===== src/rtl/multicycle_main_control_pkg.sv =====
// Shared encodings for the multicycle main control FSM and the ALU control decoder:
// state codes, opcodes, aluop values, mux selects and the control-word layout.
package multicycle_main_control_pkg;

  localparam int unsigned OPW  = 6;
  localparam int unsigned ST_W = 4;

  typedef enum logic [3:0] {
    StRst    = 4'd0,
    StFetch  = 4'd1,
    StDecode = 4'd2,
    StMemAdr = 4'd3,
    StMemRd  = 4'd4,
    StMemWb  = 4'd5,
    StMemWr  = 4'd6,
    StRtExe  = 4'd7,
    StRtWb   = 4'd8,
    StBeqEx  = 4'd9,
    StBlezEx = 4'd10,
    StAndiEx = 4'd11,
    StAndiWb = 4'd12,
    StJmorRd = 4'd13,
    StJmorPc = 4'd14,
    StTrap   = 4'd15
  } state_e;

  localparam logic [OPW-1:0] OP_RTYPE = 6'b000000;
  localparam logic [OPW-1:0] OP_LW    = 6'b100011;
  localparam logic [OPW-1:0] OP_SW    = 6'b101011;
  localparam logic [OPW-1:0] OP_BEQ   = 6'b000100;
  localparam logic [OPW-1:0] OP_BLEZ  = 6'b000110;
  localparam logic [OPW-1:0] OP_ANDI  = 6'b001100;

  localparam logic [3:0] ALUOP_NONE  = 4'b0000;
  localparam logic [3:0] ALUOP_ADD   = 4'b1000;
  localparam logic [3:0] ALUOP_BEQ   = 4'b0001;
  localparam logic [3:0] ALUOP_BLEZ  = 4'b0101;
  localparam logic [3:0] ALUOP_ANDI  = 4'b0100;
  localparam logic [3:0] ALUOP_RTYPE = 4'b0010;

  localparam logic [1:0] ALUSRCB_RT      = 2'b00;
  localparam logic [1:0] ALUSRCB_FOUR    = 2'b01;
  localparam logic [1:0] ALUSRCB_IMM     = 2'b10;
  localparam logic [1:0] ALUSRCB_IMM_SH2 = 2'b11;

  localparam logic [1:0] PCSRC_ALU    = 2'b00;
  localparam logic [1:0] PCSRC_ALUOUT = 2'b01;
  localparam logic [1:0] PCSRC_JUMP   = 2'b10;
  localparam logic [1:0] PCSRC_MDR    = 2'b11;

  typedef struct packed {
    logic [3:0] aluop;
    logic       pcwrite;
    logic       pcwritecond;
    logic       branch_lez;
    logic       iord;
    logic       memread;
    logic       memwrite;
    logic       irwrite;
    logic       memtoreg;
    logic       regdst;
    logic       regwrite;
    logic       alusrca;
    logic [1:0] alusrcb;
    logic [1:0] pcsource;
    logic       illegal_op;
  } ctrl_t;

  function automatic ctrl_t ctrl_idle();
    ctrl_t c;
    c       = '0;
    c.aluop = ALUOP_NONE;
    return c;
  endfunction

endpackage


===== src/rtl/mc_ctrl_outdec.sv =====
// Combinational state -> control-word decoder for the multicycle main control FSM.
// The TRAP state only asserts illegal_op when ILLEGAL_OP_TRAP_EN is defined.
module mc_ctrl_outdec
  import multicycle_main_control_pkg::*;
#(
  parameter int unsigned ST_W = 4
) (
  input  logic [ST_W-1:0] state,
  output ctrl_t           ctrl
);

  always_comb begin
    ctrl = ctrl_idle();
    case (state_e'(state))
      StFetch: begin
        ctrl.memread  = 1'b1;
        ctrl.irwrite  = 1'b1;
        ctrl.alusrcb  = ALUSRCB_FOUR;
        ctrl.aluop    = ALUOP_ADD;
        ctrl.pcwrite  = 1'b1;
        ctrl.pcsource = PCSRC_ALU;
      end
      StDecode: begin
        ctrl.alusrcb = ALUSRCB_IMM_SH2;
        ctrl.aluop   = ALUOP_ADD;
      end
      StMemAdr: begin
        ctrl.alusrca = 1'b1;
        ctrl.alusrcb = ALUSRCB_IMM;
        ctrl.aluop   = ALUOP_ADD;
      end
      StMemRd, StJmorRd: begin
        ctrl.memread = 1'b1;
        ctrl.iord    = 1'b1;
      end
      StMemWb: begin
        ctrl.regwrite = 1'b1;
        ctrl.memtoreg = 1'b1;
      end
      StMemWr: begin
        ctrl.memwrite = 1'b1;
        ctrl.iord     = 1'b1;
      end
      StRtExe: begin
        ctrl.alusrca = 1'b1;
        ctrl.alusrcb = ALUSRCB_RT;
        ctrl.aluop   = ALUOP_RTYPE;
      end
      StRtWb: begin
        ctrl.regwrite = 1'b1;
        ctrl.regdst   = 1'b1;
      end
      StBeqEx: begin
        ctrl.alusrca     = 1'b1;
        ctrl.aluop       = ALUOP_BEQ;
        ctrl.pcwritecond = 1'b1;
        ctrl.pcsource    = PCSRC_ALUOUT;
      end
      StBlezEx: begin
        ctrl.alusrca     = 1'b1;
        ctrl.aluop       = ALUOP_BLEZ;
        ctrl.pcwritecond = 1'b1;
        ctrl.branch_lez  = 1'b1;
        ctrl.pcsource    = PCSRC_ALUOUT;
      end
      StAndiEx: begin
        ctrl.alusrca = 1'b1;
        ctrl.alusrcb = ALUSRCB_IMM;
        ctrl.aluop   = ALUOP_ANDI;
      end
      StAndiWb: begin
        ctrl.regwrite = 1'b1;
      end
      StJmorPc: begin
        ctrl.pcwrite  = 1'b1;
        ctrl.pcsource = PCSRC_MDR;
      end
`ifdef ILLEGAL_OP_TRAP_EN
      StTrap: begin
        ctrl.illegal_op = 1'b1;
      end
`endif
      default: ctrl = ctrl_idle();
    endcase
  end

endmodule


===== src/rtl/multicycle_main_control.sv =====
// Moore multicycle main control FSM: state register and next-state logic only.
// Optional trap on unknown opcodes is enabled by defining ILLEGAL_OP_TRAP_EN.
module multicycle_main_control
  import multicycle_main_control_pkg::*;
#(
  parameter int unsigned OPW  = 6,
  parameter int unsigned ST_W = 4
) (
  input  logic           clk,
  input  logic           rst_n,
  input  logic [OPW-1:0] opcode,
  input  logic           jmorsig,
  input  logic           zero,
  output logic [3:0]     aluop,
  output logic           pcwrite,
  output logic           pcwritecond,
  output logic           branch_lez,
  output logic           iord,
  output logic           memread,
  output logic           memwrite,
  output logic           irwrite,
  output logic           memtoreg,
  output logic           regdst,
  output logic           regwrite,
  output logic           alusrca,
  output logic [1:0]     alusrcb,
  output logic [1:0]     pcsource,
  output logic           illegal_op
);

  state_e state_q;
  ctrl_t  ctrl;

  // zero feeds the datapath branch gate only
  logic unused_zero;
  assign unused_zero = zero;

  always_ff @(posedge clk) begin
    if (!rst_n) begin
      state_q <= StRst;
    end else begin
      case (state_q)
        StRst:    state_q <= StFetch;
        StFetch:  state_q <= StDecode;
        StDecode: begin
          case (opcode)
            OP_LW, OP_SW: state_q <= StMemAdr;
            OP_RTYPE:     state_q <= StRtExe;
            OP_BEQ:       state_q <= StBeqEx;
            OP_BLEZ:      state_q <= StBlezEx;
            OP_ANDI:      state_q <= StAndiEx;
`ifdef ILLEGAL_OP_TRAP_EN
            default:      state_q <= StTrap;
`else
            default:      state_q <= StFetch;
`endif
          endcase
        end
        StMemAdr: state_q <= (opcode == OP_SW) ? StMemWr : StMemRd;
        StMemRd:  state_q <= StMemWb;
        StMemWb:  state_q <= StFetch;
        StMemWr:  state_q <= StFetch;
        StRtExe:  state_q <= jmorsig ? StJmorRd : StRtWb;
        StRtWb:   state_q <= StFetch;
        StBeqEx:  state_q <= StFetch;
        StBlezEx: state_q <= StFetch;
        StAndiEx: state_q <= StAndiWb;
        StAndiWb: state_q <= StFetch;
        StJmorRd: state_q <= StJmorPc;
        StJmorPc: state_q <= StFetch;
`ifdef ILLEGAL_OP_TRAP_EN
        StTrap:   state_q <= StTrap;
`endif
        default:  state_q <= StRst;
      endcase
    end
  end

  mc_ctrl_outdec #(
    .ST_W(ST_W)
  ) u_outdec (
    .state(state_q),
    .ctrl (ctrl)
  );

  assign aluop       = ctrl.aluop;
  assign pcwrite     = ctrl.pcwrite;
  assign pcwritecond = ctrl.pcwritecond;
  assign branch_lez  = ctrl.branch_lez;
  assign iord        = ctrl.iord;
  assign memread     = ctrl.memread;
  assign memwrite    = ctrl.memwrite;
  assign irwrite     = ctrl.irwrite;
  assign memtoreg    = ctrl.memtoreg;
  assign regdst      = ctrl.regdst;
  assign regwrite    = ctrl.regwrite;
  assign alusrca     = ctrl.alusrca;
  assign alusrcb     = ctrl.alusrcb;
  assign pcsource    = ctrl.pcsource;
  assign illegal_op  = ctrl.illegal_op;

endmodule


===== config.mk =====
export PLATFORM = sky130hd
export DESIGN_NAME = multicycle_main_control
export DESIGN_NICKNAME = d
export VERILOG_FILES = /design/src/rtl/multicycle_main_control_pkg.sv /design/src/rtl/mc_ctrl_outdec.sv /design/src/rtl/multicycle_main_control.sv
export SDC_FILE = /design/constraint.sdc
export NUM_CORES = 1
export LEC_CHECK = 0
export BUFFER_PORTS_ARGS = -buffer_cell sky130_fd_sc_hd__buf_4
export CAP_MARGIN = 10
export CORE_AREA = 2 2 39 41
export DETAILED_ROUTE_END_ITERATION = 8
export DIE_AREA = 0 0 41 43
export HOLD_SLACK_MARGIN = 0.06
export PLACE_DENSITY = 0.84
export SYNTH_ARGS = -nofsm -noshare
export SYNTH_HDL_FRONTEND = slang
export SYNTH_SLANG_ARGS = --single-unit

===== constraint.sdc =====
create_clock -name clk -period 1.4 [get_ports clk]
set_input_delay 0.21 -clock clk [delete_from_list [all_inputs] [get_ports clk]]
set_output_delay 0.21 -clock clk [all_outputs]
set_load 0.1 [all_outputs]

==> metrics.md, run 1 <==
| Metric | Value |
|---|---|
| CTS H-tree lvls | 1 |
| Placed cell areas | 1039 µm² |
| Post-synthesis xor/xnor area fraction | 0.03279 |
| Seq/Total Area, Yosys | 0.1499 |
| Run Error | [ERROR DPL-0033] detailed placement checks failed during check placement. |
| Post-synth net total | 92 |
| Root Buffer | clkbuf_4 |
| Mean Syn Cell Area | 6.515 µm² |
| Synth cell types | 31 |
| Mapped cell area | 534.3 µm² |
| Die W | 41 µm |
| Placement Setup Slack | 0.008576 ns |
| Initial core utilization | 0.3861 |
| Placed cells | 136 |
| Num Clock Sinks | 4 |
| Mux contribution to synthesized area | 0 |
| Cells after Synth | 82 |
| Exit stage | 4_1_cts |
| Synth warn | 0 |
| Register bit total from synthesis | 4 |
| I/O pins | 30 |
| Port Buffers | 27 |
| CTS resizes | 75 |
| CTS max path bufs | 2 |
| Post-Synth Adder-Cell Area | 0 |
| Post-CTS Setup Inserts | 3 |
| Outcome | did not finish |
| Placement Rows | 14 |
| Gpl congestion | 0.7840 |
| Hold buffers post-CTS | 0 |
| Die height | 43 µm |
| Simple-Gate Fraction of Synth Area | 0.4169 |
| Synth Area in Compound Gates | 0.2904 |
| Total CTS buffers | 3 |
| Post-DP HPWL | 1404 µm |
| Main combinational cell family by area after synthesis | simple AND/OR/NAND/NOR gates |
## synthesized netlist by cell type (all sizes together)
master	instances	share of area
a211o	2	0.033
a211oi	2	0.028
a21oi	8	0.075
a2bb2oi	1	0.016
a311o	1	0.019
and2	1	0.012
and3	2	0.023
buf	7	0.075
conb	1	0.0070
dfxtp	4	0.15
inv	4	0.028
nand2	8	0.056
nand2b	5	0.059
nand3	2	0.019
nand3b	2	0.028
nor2	15	0.11
nor2b	1	0.012
nor3	2	0.028
nor4bb	1	0.047
o211a	1	0.019
o21ai	3	0.028
o221ai	1	0.016
o22ai	2	0.023
o311a	1	0.019
o31ai	1	0.014
or2	1	0.016
or3	1	0.012
xnor2	1	0.016
xor2	1	0.016
## stage by stage
stage | utilization | TNS, ns
2_1_floorplan | - | -1.379
3_3_place_gp | 0.7505 | 0
3_5_place_dp | 0.7505 | 0
## cells by family after synthesis
logic type / after synthesis
other: 1
AO/OA/AOI/OAI: 23
buffers and inverters: 11
XOR/XNOR: 2
flip-flops: 4
AND/OR/NAND/NOR: 41
==> inputs of run 2 (changes only) <==
--- a/config.mk
+++ b/config.mk
@@ -7,11 +7,10 @@
 export LEC_CHECK = 0
 export BUFFER_PORTS_ARGS = -buffer_cell sky130_fd_sc_hd__buf_4
 export CAP_MARGIN = 10
-export CORE_AREA = 2 2 39 41
+export CORE_AREA = 2 2 63 65
 export DETAILED_ROUTE_END_ITERATION = 8
-export DIE_AREA = 0 0 41 43
-export HOLD_SLACK_MARGIN = 0.06
-export PLACE_DENSITY = 0.84
+export DIE_AREA = 0 0 65 67
+export PLACE_DENSITY_LB_ADDON = 0.15
 export SYNTH_ARGS = -nofsm -noshare
 export SYNTH_HDL_FRONTEND = slang
 export SYNTH_SLANG_ARGS = --single-unit
==> metrics.md, run 2 <==
| Metric | Value |
|---|---|
| Vias in the first global route | 817 |
| Root Buffer | clkbuf_8 |
| Total CTS buffers | 3 |
| Int Power | 581.0 µW |
| Net Sw Frac | 0.4353 |
| Die area | 4355 µm² |
| Worst EP arrival | 1.34 ns |
| Fin crit period | 1.547 ns |
| Register Area | 95.09 µm² |
| Core area | 3606 µm² |
| Mean Syn Cell Area | 6.515 µm² |
| CTS tree | done |
| WL per Instance | 12.52 µm |
| Max Clock Skew | 0.0003595 ns |
| Global route overflow | 0 |
| Count leader, synth | nor2_1 |
| Post-synth net total | 92 |
| Final Setup Violations | 16 |
| GRT Overall Usage | 0.1106 |
| Seq/Total Area, Yosys | 0.1499 |
| CP Class | flip-flop to output port |
| CTS max path bufs | 2 |
| CP Launch Type | flip-flop |
| Share of layout cells above drive strength 1 | 0.7643 |
| Slowest CP cell | dfxtp_4 |
| Tcrit/Tclk final | 1.105 |
| Fraction of registers with async set/reset | 0 |
| Final Hold Fails | 0 |
| Post-DP HPWL | 1641 µm |
| Diode count | 0 |
| Largest net degree at the start of global routing | 12 |
| Synth warn | 0 |
| Outcome | finished with violations |
| Core Util, Final | 0.4681 |
| Dominant cell type by area after synthesis | dfxtp_1 |
| Critical Path RT | 1.19 ns |
| Post-synth EDFFs | 0 |
| Initial core utilization | 0.1482 |
| Placement Rows | 22 |
| CP max stage delay | 0.41 ns |
| Synth area leaders | dfxtp_1 (15%), nor2_1 (11%), a21oi_1 (7.5%) |
| CP endpoint kind | output port |
| Die height | 67 µm |
| Placed cells | 171 |
| Final Max Tran Viols | 0 |
| Sequential group share of total power | 0.128 |
| Initial antenna violation count | 0 |
| Hold Crit Class | primary input to flip-flop |
| Max FFs per register | 4 |
| Most common cell after layout, fill and taps aside | buf_4 |
| Maximum VDD drop | 0.3002 mV |
| Commonest non-fill, non-tap cells in the layout | buf_4 (24), buf_12 (22), buf_6 (16), nor2_4 (10), nand2_1 (7) |
| I/O pins | 30 |
| First-pass GRT wire length | 3705 µm |
| RSZ-0062 raised after global routing | true |
| Gpl congestion | 0.7450 |
| Synth top area share | 0.1499 |
| Clock Power Share | 0.237 |
| Post-synth top cells | nor2_1 (15), a21oi_1 (8), nand2_1 (8) |
| Port Buffers | 27 |
| Final wirelength | 2354 µm |
| Clk Latency, worst-skew pair | 0.22 ns |
| Placement Setup Slack | -0.03872 ns |
| Crit-path leading delay family | flip-flops |
| Register bit total from synthesis | 4 |
| Fillers | 339 |
| Hold buffers post-CTS | 0 |
| FMAX | 646.5 MHz |
| Cells after Synth | 82 |
| Drc violations | 0 |
| Failing checks | negative setup slack |
| Max Cap Viol | 0 |
| Worst-path clk slew | 0.03 ns |
| Synth cell types | 31 |
| Via count | 799 |
| Largest registers | state_q x4 |
| Num Clock Sinks | 4 |
| Combinational share of power | 0.635 |
| Mapped cell area | 534.3 µm² |
| Nets | 152 |
| Leakage | 0.0006518 µW |
| CTS H-tree lvls | 1 |
| TritonRoute pass-1 iters | 4 |
| Top_reg_cell synth | dfxtp_1 |
| Worst Path Buf+Inv | 2 |
| Setup ws final | -0.1469 ns |
| CP Cell Sequence | buf_6 > nand2_1 > a211oi_4 > buf_12 |
| Initial DRC count | 7 |
| Die W | 65 µm |
| Hold_ws | 0.2613 ns |
| Net switching power | 447.8 µW |
| Antenna-violating nets left | 0 |
| Vias per cell | 4.250 |
| Biggest register | state_q |
| Syn-to-layout area delta | 215.9% |
| Crit-path max FO | 7 |
| Power per cell area | 609.6 nW/µm² |
| Area of the multi-input gates | 673.1 µm² |
| Finished Layout Cells | 188 |
run 2: kinds of logic after synthesis:
family	synth area share
AOI/OAI and AO/OA	0.2904
other	0.007019
DFF	0.1499
xor gates and xnor gates	0.03279
and+or+nand+nor	0.4169
buffers and inverters	0.1030
run 2: layer usage:
| metal | up-vias | part of all wire | track usage |
|---|---|---|---|
| li1 | 403 | - | - |
| met1 | 377 | 0.36 | 0.1256 |
| met2 | 17 | 0.60 | 0.2075 |
| met3 | 2 | 0.026 | 0.02196 |
| met4 | 0 | 0.0098 | 0.03191 |
| met5 | - | 0 | 0 |
run 2: path summary, 6_finish.rpt:
kind | cells past startpoint | start | endpoint | slack (ns)
max | 4 | state_q[2]$_SDFF_PN0_ | memread | -0.15
min | 2 | rst_n | state_q[0]$_SDFF_PN0_ | 0.26
min reg2reg | 2 | state_q[3]$_SDFF_PN0_ | state_q[2]$_SDFF_PN0_ | 0.68
max reg2reg | 7 | state_q[3]$_SDFF_PN0_ | state_q[1]$_SDFF_PN0_ | -0.01
run 2: layout make-up:
class	instances	area share
multi-input combinational	67	0.3988
tap	48	0.03558
clock buffer	3	0.02446
sequential	4	0.05634
timing repair buffer	62	0.4744
inverter	4	0.01038
run 2: timing repair:
action,4_1_cts,5_1_grt
gates resized for setup,69,36
endpoints found under the setup margin,20,23
buffers inserted,5,9
pin swaps,6,20
run 2: stage by stage:
step	total power [µW]	setup TNS, ns	instance area [µm²]
final	1029	-1.138	1688
after global routing	1087	-2.265	1688
after CTS	970.7	-1.771	1453
after detailed placement	623.5	-0.08262	1101
after global placement	620.4	-0.08147	1101
after floorplan	490.5	-1.379	732.0
run 2: power by group through the flow:
stage	Combinational (µW)	Clock (µW)	Sequential, µW
6_report	653	244	132
3_3_place_gp	485	0	136
2_1_floorplan	361	0	130
5_1_grt	684	270	134
4_1_cts	588	249	133
3_5_place_dp	488	0	136
Power figures use the tool's default switching activity.
==> inputs of run 3 (changes only) <==
--- a/config.mk
+++ b/config.mk
@@ -11,6 +11,7 @@
 export DETAILED_ROUTE_END_ITERATION = 8
 export DIE_AREA = 0 0 65 67
 export PLACE_DENSITY_LB_ADDON = 0.15
+export RECOVER_POWER = 100
 export SYNTH_ARGS = -nofsm -noshare
 export SYNTH_HDL_FRONTEND = slang
 export SYNTH_SLANG_ARGS = --single-unit
==> metrics.md, run 3 (same netlist as run 2, synthesis figures left out) <==
| Metric | Value |
|---|---|
| Slowest CP cell | dfxtp_4 |
| Failing checks | negative setup slack |
| Clk Latency, worst-skew pair | 0.22 ns |
| Post-DP HPWL | 1641 µm |
| Final Hold Fails | 0 |
| WL per Instance | 12.52 µm |
| Antenna-violating nets left | 0 |
| Global route overflow | 0 |
| Biggest register | state_q |
| RSZ-0062 raised after global routing | true |
| Initial core utilization | 0.1482 |
| Syn-to-layout area delta | 215.2% |
| Root Buffer | clkbuf_8 |
| Worst-path clk slew | 0.03 ns |
| Largest registers | state_q x4 |
| CP Launch Type | flip-flop |
| CTS max path bufs | 2 |
| Via count | 800 |
| Core area | 3606 µm² |
| Vias per cell | 4.255 |
| Num Clock Sinks | 4 |
| CTS H-tree lvls | 1 |
| Sequential group share of total power | 0.128 |
| R2r setup slk | -0.03 ns |
| Worst R2R Path Depth | 7 |
| Critical Path RT | 1.19 ns |
| Leakage | 0.0006506 µW |
| I/O pins | 30 |
| Most common cell after layout, fill and taps aside | buf_4 |
| GRT Overall Usage | 0.1106 |
| Clock Power Share | 0.238 |
| Die W | 65 µm |
| Commonest non-fill, non-tap cells in the layout | buf_4 (25), buf_12 (22), buf_6 (15), nor2_4 (10), nand2_1 (7) |
| Vias in the first global route | 817 |
| Placement Rows | 22 |
| Initial antenna violation count | 0 |
| Maximum VDD drop | 0.3000 mV |
| CTS tree | done |
| Share of layout cells above drive strength 1 | 0.7643 |
| Die height | 67 µm |
| CP Class | flip-flop to output port |
| FMAX | 646.5 MHz |
| Max FFs per register | 4 |
| CP Cell Sequence | buf_6 > nand2_1 > a211oi_4 > buf_12 |
| Die area | 4355 µm² |
| Hold buffers post-CTS | 0 |
| Drc violations | 0 |
| First-pass GRT wire length | 3705 µm |
| Final wirelength | 2353 µm |
| Fin crit period | 1.547 ns |
| Hold Crit Class | primary input to flip-flop |
| Hold_ws | 0.2614 ns |
| Crit-path max FO | 7 |
| Setup_tns | -1.161 ns |
| Largest net degree at the start of global routing | 12 |
| Worst reg2reg path endpoint | state_q[1]$_SDFF_PN0_ |
| Nets | 152 |
| Port Buffers | 27 |
| Outcome | finished with violations |
| Diode count | 0 |
| Max Cap Viol | 0 |
| TritonRoute pass-1 iters | 4 |
| Crit path from | state_q[2]$_SDFF_PN0_ |
| Finished Layout Cells | 188 |
| Combinational share of power | 0.634 |
| Worst Path Buf+Inv | 2 |
| Launching point of the worst reg2reg path | state_q[3]$_SDFF_PN0_ |
| Total CTS buffers | 3 |
| Net Sw Frac | 0.4355 |
| Net switching power | 447.4 µW |
| Final Max Tran Viols | 0 |
| Tcrit/Tclk final | 1.105 |
| Setup ws final | -0.1469 ns |
| CP max stage delay | 0.41 ns |
| Crit-path leading delay family | flip-flops |
| Critical Path Stages | 4 |
| Power per cell area | 609.9 nW/µm² |
| Initial DRC count | 7 |
| Setup crit end | memread |
| Worst EP arrival | 1.34 ns |
| Gpl congestion | 0.7450 |
| CP endpoint kind | output port |
| Final Setup Violations | 16 |
| Placed cells | 171 |
| Int Power | 579.8 µW |
| Max Clock Skew | 0.0003595 ns |
-- run 3: how the worst min path moves through the flow --
stage           from                    end  slack [ns]  cells after the start
2_1_floorplan  rst_n  state_q[0]$_SDFF_PN0_        0.33                      1
3_3_place_gp   rst_n  state_q[0]$_SDFF_PN0_        0.49                      2
3_5_place_dp   rst_n  state_q[0]$_SDFF_PN0_        0.49                      2
4_1_cts        rst_n  state_q[0]$_SDFF_PN0_        0.26                      2
5_1_grt        rst_n  state_q[0]$_SDFF_PN0_        0.27                      2
6_report       rst_n  state_q[0]$_SDFF_PN0_        0.26                      2
-- run 3: power by group through the flow --
| stage | registers [µW] | clock network [µW] | logic (µW) |
|---|---|---|---|
| CTS | 133 | 249 | 588 |
| global route | 134 | 270 | 682 |
| floorplan | 130 | 0 | 361 |
| finish | 132 | 244 | 651 |
| detailed placement | 136 | 0 | 488 |
| global placement | 136 | 0 | 485 |
-- run 3: final cells by class --
class / instances / area [µm²]
clock buffer: 3 / 41.29
timing repair buffer: 62 / 797.0
fill: 338 / 1922
multi-input combinational: 67 / 673.1
sequential: 4 / 95.09
inverter: 4 / 17.52
tap: 48 / 60.06
-- run 3: per-layer routing --
metal / up-vias / share of wire / track usage
li1: 403 / - / -
met5: - / 0 / 0
met1: 378 / 0.36 / 0.1256
met3: 2 / 0.026 / 0.02196
met4: 0 / 0.0098 / 0.03191
met2: 17 / 0.60 / 0.2075
-- run 3: what timing repair did --
action                     4_1_cts  5_1_grt
gates cloned                     0        0
pin swaps                        6       20
setup endpoints to repair       20       23
resized for setup               69       36
buffers inserted                 5        9
-- run 3: metrics by stage --
step	util	cell area [µm²]	total power, µW	setup WS [ns]
floorplan	-	732.0	490.5	-0.3099
CTS	0.4028	1453	970.7	-0.1606
global route	0.4670	1684	1086	-0.2007
finish	0.4670	1684	1027	-0.1469
global placement	0.3053	1101	620.4	-0.04789
detailed placement	0.3053	1101	623.5	-0.03872
-- run 3: worst reg2reg max path, cell delays in order (launching register included) --
cell and delay, ns:
dfxtp_4 0.41, buf_6 0.13, buf_6 0.09, nor3_4 0.03
buf_4 0.13, nand3_2 0.09, a211oi_2 0.05, or3_1 0.38
